File: config.mk
export PLATFORM = sky130hd
export DESIGN_NAME = xpmwrap_dpdistram_porta_arbiter
export DESIGN_NICKNAME = d
export VERILOG_FILES = /design/src/rtl/xpmwrap_dpdistram_porta_arbiter.sv
export SDC_FILE = /design/constraint.sdc
export NUM_CORES = 1
export LEC_CHECK = 0
export BUFFER_PORTS_ARGS = -buffer_cell sky130_fd_sc_hd__buf_4
export CORE_AREA = 2 2 91 93
export DETAILED_ROUTE_END_ITERATION = 8
export DIE_AREA = 0 0 93 95
export PLACE_DENSITY = 0.91
export SETUP_SLACK_MARGIN = 0.4
export SYNTH_ARGS = -nofsm -noshare
export SYNTH_HDL_FRONTEND = slang
export SYNTH_SLANG_ARGS = --single-unit
File: constraint.sdc
create_clock -name clk -period 3.5 [get_ports clk]
set_input_delay 0.7 -clock clk [delete_from_list [all_inputs] [get_ports clk]]
set_output_delay 0.7 -clock clk [all_outputs]
set_load 0.01 [all_outputs]
File: src/rtl/xpmwrap_dpdistram_porta_arbiter.sv
// Round-robin arbiter sharing port A of a 2-cycle dual-port distributed RAM.
// Two valid/ready requesters, one RAM access per cycle, read data routed back.
//
// Ports:
//   clk, rst_n            clock, async active-low reset
//   arb_en                gate for new grants (in-flight reads still return)
//   reqN_valid/ready      request handshake, N = 0,1
//   reqN_we/addr/wdata    byte write mask (0 = read), address, write data
//   rspN_valid/data       one-cycle read response, data held while idle
//   ram_*                 RAM port A (ena, wea, addra, dina, regcea, rsta, douta)
// Optional (`XPMWRAP_DPDISTRAM_ARB_STATS_EN):
//   stat_clr              synchronous clear of the counters
//   stat_grant0/1         saturating grant counters
//   stat_conflict         saturating count of cycles with both requesting

module xpmwrap_dpdistram_porta_arbiter #(
  parameter int ADDR_WIDTH = 6,
  parameter int DATA_WIDTH = 32,
  parameter int BYTE_WIDTH = 8
) (
  input  logic                               clk,
  input  logic                               rst_n,
  input  logic                               arb_en,
  input  logic                               req0_valid,
  output logic                               req0_ready,
  input  logic [DATA_WIDTH/BYTE_WIDTH-1:0]   req0_we,
  input  logic [ADDR_WIDTH-1:0]              req0_addr,
  input  logic [DATA_WIDTH-1:0]              req0_wdata,
  output logic                               rsp0_valid,
  output logic [DATA_WIDTH-1:0]              rsp0_data,
  input  logic                               req1_valid,
  output logic                               req1_ready,
  input  logic [DATA_WIDTH/BYTE_WIDTH-1:0]   req1_we,
  input  logic [ADDR_WIDTH-1:0]              req1_addr,
  input  logic [DATA_WIDTH-1:0]              req1_wdata,
  output logic                               rsp1_valid,
  output logic [DATA_WIDTH-1:0]              rsp1_data,
  output logic                               ram_ena,
  output logic [DATA_WIDTH/BYTE_WIDTH-1:0]   ram_wea,
  output logic [ADDR_WIDTH-1:0]              ram_addra,
  output logic [DATA_WIDTH-1:0]              ram_dina,
  output logic                               ram_regcea,
  output logic                               ram_rsta,
  input  logic [DATA_WIDTH-1:0]              ram_douta
`ifdef XPMWRAP_DPDISTRAM_ARB_STATS_EN
  ,
  input  logic                               stat_clr,
  output logic [15:0]                        stat_grant0,
  output logic [15:0]                        stat_grant1,
  output logic [15:0]                        stat_conflict
`endif
);

  localparam int NBE = DATA_WIDTH / BYTE_WIDTH;

  logic            last_grant;
  logic            gnt0;
  logic            gnt1;
  logic            gnt_any;
  logic            gnt_rd;
  logic            s1_rd;
  logic            s1_id;
  logic            s2_rd;
  logic            s2_id;
  logic [DATA_WIDTH-1:0] hold0;
  logic [DATA_WIDTH-1:0] hold1;

  // last_grant = 1 means requester 1 won most recently
  always_comb begin
    gnt0 = 1'b0;
    gnt1 = 1'b0;
    if (arb_en) begin
      if (req0_valid && req1_valid) begin
        gnt0 = last_grant;
        gnt1 = ~last_grant;
      end else begin
        gnt0 = req0_valid;
        gnt1 = req1_valid;
      end
    end
  end

  assign gnt_any    = gnt0 | gnt1;
  assign req0_ready = gnt0;
  assign req1_ready = gnt1;

  always_comb begin
    ram_ena   = 1'b0;
    ram_wea   = '0;
    ram_addra = '0;
    ram_dina  = '0;
    unique case (1'b1)
      gnt0: begin
        ram_ena   = 1'b1;
        ram_wea   = req0_we;
        ram_addra = req0_addr;
        ram_dina  = req0_wdata;
      end
      gnt1: begin
        ram_ena   = 1'b1;
        ram_wea   = req1_we;
        ram_addra = req1_addr;
        ram_dina  = req1_wdata;
      end
      default: ;
    endcase
  end

  assign gnt_rd     = gnt_any & (ram_wea == '0);
  assign ram_regcea = 1'b1;
  assign ram_rsta   = ~rst_n;

  always_ff @(posedge clk or negedge rst_n) begin
    if (!rst_n) begin
      last_grant <= 1'b1;
    end else if (gnt_any) begin
      last_grant <= gnt1;
    end
  end

  // tag pipeline mirrors the RAM's two-cycle read latency
  always_ff @(posedge clk or negedge rst_n) begin
    if (!rst_n) begin
      s1_rd <= 1'b0;
      s1_id <= 1'b0;
      s2_rd <= 1'b0;
      s2_id <= 1'b0;
    end else begin
      s1_rd <= gnt_rd;
      s1_id <= gnt1;
      s2_rd <= s1_rd;
      s2_id <= s1_id;
    end
  end

  assign rsp0_valid = s2_rd & ~s2_id;
  assign rsp1_valid = s2_rd & s2_id;

  // douta is live only in the response cycle; keep a copy for idle cycles
  always_ff @(posedge clk or negedge rst_n) begin
    if (!rst_n) begin
      hold0 <= '0;
      hold1 <= '0;
    end else begin
      if (rsp0_valid) hold0 <= ram_douta;
      if (rsp1_valid) hold1 <= ram_douta;
    end
  end

  assign rsp0_data = rsp0_valid ? ram_douta : hold0;
  assign rsp1_data = rsp1_valid ? ram_douta : hold1;

`ifdef XPMWRAP_DPDISTRAM_ARB_STATS_EN
  logic conflict;
  assign conflict = arb_en & req0_valid & req1_valid;

  always_ff @(posedge clk or negedge rst_n) begin
    if (!rst_n) begin
      stat_grant0   <= '0;
      stat_grant1   <= '0;
      stat_conflict <= '0;
    end else if (stat_clr) begin
      stat_grant0   <= '0;
      stat_grant1   <= '0;
      stat_conflict <= '0;
    end else begin
      if (gnt0 && stat_grant0 != 16'hFFFF)
        stat_grant0 <= stat_grant0 + 16'd1;
      if (gnt1 && stat_grant1 != 16'hFFFF)
        stat_grant1 <= stat_grant1 + 16'd1;
      if (conflict && stat_conflict != 16'hFFFF)
        stat_conflict <= stat_conflict + 16'd1;
    end
  end
`endif

  logic unused_nbe;
  assign unused_nbe = (NBE == 0);

endmodule

**Word-level counts from Yosys, hierarchy flattened**

Cells that the tools add are included.

- Mux-type cells: 10
- Bitwise operators: 7
- Reduce and logical (&&, ||, !) cells: 3

Operators with widths:

| operator | count |
|---|---|
| $mux 32 | 2 |
| $pmux 32 s2 | 1 |
| $pmux 6 s2 | 1 |
| $pmux 4 s2 | 1 |
| $mux 1 | 5 |
| $logic_not 4->1 | 1 |
| $and 1x1->1 | 3 |
| $not 1->1 | 3 |
| $reduce_or 2->1 | 1 |
| $logic_and 1x1->1 | 1 |
| $or 1x1->1 | 1 |

- Bits of input ports: 121
- Register bits after elaboration: 69
- Output and inout bits: 113
- Word-level logic and storage cells: 27

**Longest topological paths before layout**

Gate-level depths: netlist of the first run.

- Depth after elaboration: 6
- Depth in mapped cells: 5
- Mapped depth without buffers: 4

**Worst setup path before layout of the first run**

Ideal clock, no wire load.

- Path kind: input to output
- From: in arb_en
- To: out ram_dina[23]
- Arrival time: 1.528 ns
- Path slack: 1.272 ns
- Stages on the path: 5
- Path buffers: 3
- Required time: 2.800 ns
- Path through: clkbuf_1 > and2_4 > buf_6 > buf_6 > a22o_1

- Cells in the longest elaborated chain, start to end: 2
- Elaborated cells on any way between the ends: 3
- Classes of those cells: mux (3)

Ends and longest elaborated chain:

| item | RTL line | text |
|---|---|---|
| from (decl) | 23 | `input logic arb_en,` |
| $mux 1 | 72 | `if (arb_en) begin` |
| net req1_ready | 32 | `output logic req1_ready,` |
| $pmux 32 s2 | 92 | `unique case (1'b1)` |
| to (decl) | 41 | `output logic [DATA_WIDTH-1:0] ram_dina,` |

The timed path passes the listed nets, and every way through them passes these cells.

**Final worst setup path of the first run**

- From: reg s2_id
- To: out rsp0_data[22]

- Cells in the longest elaborated chain, start to end: 3

Ends and longest elaborated chain:

| item | RTL line | text |
|---|---|---|
| from (decl) | 64 | `logic s2_id;` |
| from (signal assigned) | 132 | `s2_id <= s1_id;` |
| $not 1->1 | 136 | `assign rsp0_valid = s2_rd & ~s2_id;` |
| $and 1x1->1 | 136 |  |
| $mux 32 | -- |  |
| to (decl) | 30 | `output logic [DATA_WIDTH-1:0] rsp0_data,` |

No other way between the ends.

==> flow_metrics.env, run 1 <==
export IMPL_fp_row_count=33
export IMPL_route_met3_wl_um=738
export IMPL_rsz0062_at_grt="no"
export IMPL_critPathKind="reg -> out"
export IMPL_wl_per_cell_um=17.5
export IMPL_grt_pass1_wl_um=14100
export IMPL_min_to="s2_rd$_DFF_PN0_"
export IMPL_worstRegToRegCells=3
export IMPL_cts_resized=0
export IMPL_seq_area_frac_synth=0.560
export IMPL_mappedNetlistNets=338
export IMPL_avgSynthCellArea_um2=14.2
export IMPL_top_level_ports=234
export IMPL_hold_path_class="reg -> reg"
export IMPL_syn_area_um2=3090
export IMPL_fmax_mhz=361
export IMPL_antenna_found_initial=0
export IMPL_syn_instance_count=217
export IMPL_max_cap_violations=0
export IMPL_grt_pass1_vias=2862
export IMPL_cts_path_max_buffers=2
export IMPL_ff2ff_setup_slack_ns=1.80
export IMPL_drtAntennaViolNets=0
export IMPL_hold_depth=0
export IMPL_numCtsBuffers=9
export IMPL_synthArstFlopShare=1.00
export IMPL_ys_flop_type="dfrtp_1"
export IMPL_ir_drop_v=0.000219
export IMPL_place_congestion=0.878
export IMPL_fin_crit_sh=0.792
export IMPL_r2r_end="hold0[22]$_DFF_PN0_"
export IMPL_drtPass1Iterations=4
export IMPL_yosys_warnings=0
export IMPL_path_max_fanout=19
export IMPL_clock_latency_ns=0.34
export IMPL_regArea_um2=1730
export IMPL_startpoint_type="flop"
export IMPL_holdWs_ns=0.353
export IMPL_cts_hold_buffers=0
export IMPL_cts_tree="built"
export IMPL_dieWidth_um=93
export IMPL_crit_path_end_kind="output pin"
export IMPL_dieHeight_um=95
export IMPL_finalCriticalPeriod_ns=2.77
export IMPL_hold_viol_final=0
export IMPL_m1WireLength_um=3310
export IMPL_initial_core_util=0.390
export IMPL_synth_edf_count=0
export IMPL_drive_above_1_share=0.600
export IMPL_post_route_util=0.643
export IMPL_viasPerCell=4.93
export IMPL_nNetsFinal=568
export IMPL_vias=2747
export IMPL_power_leakage_uw=0.00259
export IMPL_setup_violations=0
export IMPL_dieArea_um2=8840
export IMPL_hold_path_startpoint="s1_rd$_DFF_PN0_"
export IMPL_dp_hpwl_um=7760
export IMPL_cts_root_buf="clkbuf_8"
export IMPL_path_clk_slew_ns=0.07
export IMPL_finalWorstSetupSlack_ns=0.730
export IMPL_crit_required_ns=2.80
export IMPL_final_setup_skew_ns=0.00935
export IMPL_pre_cts_ws_ns=0.928
export IMPL_postCtsSetupRepairBufs=0
export IMPL_antenna_cells=0
export IMPL_status="completed"
export IMPL_synth_distinct_cells=27
export IMPL_grt_max_degree=70
export IMPL_cts_sinks=69
export IMPL_drc=0
export IMPL_grt_remaining_overflow=0
export IMPL_h_tree_depth=3
export IMPL_top_layer="met4"
export IMPL_portBuffers=232
export IMPL_finalMaxSlewViolations=0
export IMPL_wl_um=9770
export IMPL_drt_initial_drc_count=83
export IMPL_multi_input_area_um2=1220
export IMPL_power_density_nw_per_um2=583
export IMPL_cp_data_arrival_time_ns=2.07
export IMPL_syn_to_final_growth_pct=65.1
export IMPL_worst_pin_slew_ns=0.847
export IMPL_dr_wl_met2_um=5350
export IMPL_relSlewSlack=0.436
export IMPL_nFillCells=631
export IMPL_coreArea_um2=7930
export IMPL_fin_tns_setup_ns=0
export IMPL_synth_seq_cells=69
export IMPL_crit_reg2reg_launch="s2_id$_DFF_PN0_"
export IMPL_grt_usage=0.213
-- layer usage --
layer  vias to the layer above  GRT usage
li1                       1258          -
met1                      1329      0.204
met2                       135      0.394
met3                        25     0.0758
met4                         0      0.119
met5                         -          0
-- power breakdown --
| group | leakage [uW] | switching, uW | internal, uW |
|---|---|---|---|
| Clock | 0.000105 | 292 | 397 |
| Sequential | 0.000820 | 62.6 | 1060 |
| Combinational | 0.00166 | 524 | 637 |
| Total | 0.00259 | 878 | 2100 |
-- layout by cell type, fill, tap and decap left out --
master and instances:
and2_4 1, mux2_2 13, o21ai_0 1, bufinv_16 2
a22o_1 38, nand3_1 2, conb_1 1, nor4b_2 1
a22oi_1 2, nand2_1 4, o21a_1 1, and3_1 1
dfstp_2 1, o21ai_1 1, a31oi_1 1, clkinv_2 3
nor2b_1 2, mux2_1 51, dfrtp_1 68, a21boi_2 1
and2_1 1, o21bai_1 1, nor2b_4 1, buf_4 236
and3b_1 1, nand2b_1 1, inv_1 4, clkinvlp_4 2
clkbuf_8 9, buf_12 1
-- per-stage QoR --
stage | instance area, um2 | power, uW | cells
3_5_place_dp | 4880 | 2310 | 541
5_1_grt | 5100 | 3140 | 557
4_1_cts | 5100 | 3010 | 557
6_report | 5100 | 2970 | 557
2_1_floorplan | 3090 | 1630 | 217
3_3_place_gp | 4880 | 2260 | 541
-- critical path, stage by stage, from the launching register on --
cell	delay, ns
dfrtp_1	0.41
nor2b_4	0.50
buf_4	0.29
mux2_1	0.37
buf_4	0.16
-- logic make-up after synthesis --
kind of cell,count (synthesis),synth area share
flops,69,0.560
mux,64,0.233
compound gates,46,0.126
buf+inv,22,0.0486
simple gates,15,0.0308
other cells,1,0.00121
-- synth_stat cells, types with 2 or more instances --
| library cell | count | share of area |
|---|---|---|
| nand2_1 | 4 | 0.0049 |
| a22o_1 | 38 | 0.11 |
| nor2b_1 | 3 | 0.0061 |
| mux2_2 | 13 | 0.047 |
| buf_2 | 9 | 0.015 |
| nand3_1 | 2 | 0.0032 |
| inv_1 | 4 | 0.0049 |
| a22oi_1 | 2 | 0.0049 |
| dfrtp_1 | 68 | 0.55 |
| buf_6 | 7 | 0.026 |
| mux2_1 | 51 | 0.19 |
-- final cells by class --
cell class,count,area share
Clock buffer,9,0.0243
Inverter,4,0.00295
Multi-Input combinational cell,126,0.239
Clock inverter,7,0.0177
Tap cell,105,0.0258
Sequential cell,69,0.339
Timing Repair Buffer,237,0.351
-- flip-flops by register name, indices dropped and copies added (netlist names) --
name / count
last_grant: 1
s1_rd: 1
s2_rd: 1
hold0: 32
hold1: 32
s1_id: 1
s2_id: 1
-- worst max path at each step --
stage                          startpoint       endpoint  slack (ns)
final                     s2_id$_DFF_PN0_  rsp0_data[22]        0.73
after global routing      s2_id$_DFF_PN0_  rsp0_data[22]        0.62
after CTS                 s2_id$_DFF_PN0_  rsp1_data[23]        0.68
after detailed placement       req0_valid   ram_dina[16]        0.93
after global placement         req0_valid    ram_dina[3]        0.96
after floorplan                    arb_en   ram_dina[23]        1.27
Note: power is estimated with default switching activity, not from simulation.
==> run 2, diff against run 1 <==
Clock period 3.5 ns to 2.9 ns, I/O delays scaled along.
==> run 2 against run 1 <==
Total power grew 17%. Critical path depth increased by 1. Clock power rose by 4.5%. Critical path type is now in -> out. Sequential power rose by 21%. Non-clock buffer count is 2 higher. Hold slack improved by 0.0021 ns.
==> flow_metrics.env, run 2 (synthesis results as in run 1) <==
export IMPL_antenna_found_initial=0
export IMPL_grt_usage=0.214
export IMPL_setup_violations=0
export IMPL_rsz0062_at_grt="no"
export IMPL_dp_hpwl_um=7570
export IMPL_finalNonFillerCells=558
export IMPL_numCtsBuffers=9
export IMPL_path_clk_slew_ns=0.06
export IMPL_cts_sinks=69
export IMPL_vias=2753
export IMPL_final_setup_skew_ns=0.00959
export IMPL_p_int_uw=2470
export IMPL_place_congestion=0.920
export IMPL_fp_row_count=33
export IMPL_pre_cts_ws_ns=0.519
export IMPL_portBuffers=232
export IMPL_clkPwrFrac=0.206
export IMPL_fmax_mhz=417
export IMPL_power_total_uw=3490
export IMPL_top_regs="hold0 x32, hold1 x32"
export IMPL_grt_pass1_vias=2955
export IMPL_cts_path_max_buffers=2
export IMPL_crit_path_max_incr_delay_ns=0.48
export IMPL_fin_crit_sh=0.827
export IMPL_hold_viol_final=0
export IMPL_finalWorstSetupSlack_ns=0.501
export IMPL_status="completed"
export IMPL_cp_slowest_cell="and2_2"
export IMPL_relSlewSlack=0.438
export IMPL_fin_tns_setup_ns=0
export IMPL_clock_latency_ns=0.33
export IMPL_seqPwrFrac=0.389
export IMPL_layout_commonest_cell="buf_4"
export IMPL_finalMaxSlewViolations=0
export IMPL_initial_core_util=0.390
export IMPL_power_leakage_uw=0.00259
export IMPL_grt_remaining_overflow=0
export IMPL_cts_tree="built"
export IMPL_dieHeight_um=95
export IMPL_combPwrFrac=0.404
export IMPL_layout_common_cells="buf_4 (237), dfrtp_1 (68), mux2_1 (51), a22o_1 (38), mux2_2 (13)"
export IMPL_top_level_ports=234
export IMPL_cts_root_buf="clkbuf_8"
export IMPL_path_max_fanout=20
export IMPL_path_cells="buf_4, a21boi_2, and2_2, a22o_1, buf_4"
export IMPL_nNetsFinal=571
export IMPL_drtPass1Iterations=4
export IMPL_drtAntennaViolNets=0
export IMPL_startpoint_type="primary input"
export IMPL_syn_to_final_growth_pct=65.0
export IMPL_fin_area_um2=5090
export IMPL_dieArea_um2=8840
export IMPL_power_density_nw_per_um2=685
export IMPL_max_cap_violations=0
export IMPL_critPathKind="in -> out"
export IMPL_antenna_cells=0
export IMPL_finalCriticalPeriod_ns=2.40
export IMPL_viasPerCell=4.93
export IMPL_drc=0
export IMPL_power_switching_uw=1020
export IMPL_cts_hold_buffers=0
export IMPL_cp_data_arrival_time_ns=1.82
export IMPL_hold_path_class="reg -> reg"
export IMPL_drt_initial_drc_count=61
export IMPL_grt_pass1_wl_um=14400
export IMPL_h_tree_depth=3
export IMPL_coreArea_um2=7930
export IMPL_wl_per_cell_um=17.5
export IMPL_wl_um=9770
export IMPL_placed_area_um2=4880
export IMPL_ir_drop_v=0.000246
export IMPL_cpMostUsedCell="buf_4"
export IMPL_dieWidth_um=93
export IMPL_swShare=0.293
export IMPL_crit_path_end_kind="output pin"
export IMPL_crit_required_ns=2.32
export IMPL_dp_cells=541
export IMPL_worst_pin_slew_ns=0.843
export IMPL_grt_max_degree=70
export IMPL_drive_above_1_share=0.596
-- run 2: through the flow --
stage                util  hold slack [ns]
finish              0.643            0.356
global placement    0.616            0.332
detailed placement  0.616            0.345
global route        0.643            0.363
floorplan               -            0.284
CTS                 0.641            0.360
-- run 2: path summary, 6_finish.rpt --
| check | start | end | slack [ns] | cells after the start |
|---|---|---|---|---|
| setup / recovery | req0_valid | ram_addra[4] | 0.50 | 5 |
| hold / removal | s1_rd$_DFF_PN0_ | s2_rd$_DFF_PN0_ | 0.36 | 0 |
| setup reg to reg | last_grant$_DFFE_PN1P_ | s1_rd$_DFF_PN0_ | 1.46 | 4 |
| hold reg to reg | s1_rd$_DFF_PN0_ | s2_rd$_DFF_PN0_ | 0.36 | 0 |
| max in group asynchronous | rst_n | hold1[26]$_DFF_PN0_ | 1.90 | 2 |
| min in group asynchronous | rst_n | hold1[19]$_DFF_PN0_ | 0.45 | 2 |
-- run 2: repair_timing --
item	4_1_cts	5_1_grt
cloned	0	1
pin swaps	0	1
hold endpoints to repair	0	0
gates resized for setup	1	1
buffers inserted	2	0
setup endpoints to repair	21	3
-- run 2: per-layer routing --
metal  GRT usage  wire length, um  vias to the layer above
met1       0.206             3220                     1335
met3      0.0814              799                       20
met4      0.0907              255                        0
met2       0.406             5500                      136
met5           0                0                        -
li1            -                -                     1262
-- run 2: final cells by class --
cell class	instances	area, um2
Clock buffer	12	145
Clock inverter	2	35.0
Fill cell	620	2830
Inverter	4	15.0
Multi-Input combinational cell	127	1220
Sequential cell	69	1730
Tap cell	105	131
Timing Repair Buffer	239	1810
-- run 2: critical path: cells and delay by family --
kind                   cells  cell delay, ns
AND/OR/NAND/NOR            1            0.48
AO/OA/AOI/OAI              2            0.51
buffers and inverters      2            0.25
-- run 2: power by group through the flow --
stage | Clock [uW] | Sequential (uW) | Combinational, uW
floorplan | 0 | 1340 | 622
finish | 719 | 1360 | 1410
global route | 808 | 1390 | 1510
global placement | 0 | 1360 | 1370
CTS | 752 | 1360 | 1420
detailed placement | 0 | 1380 | 1410
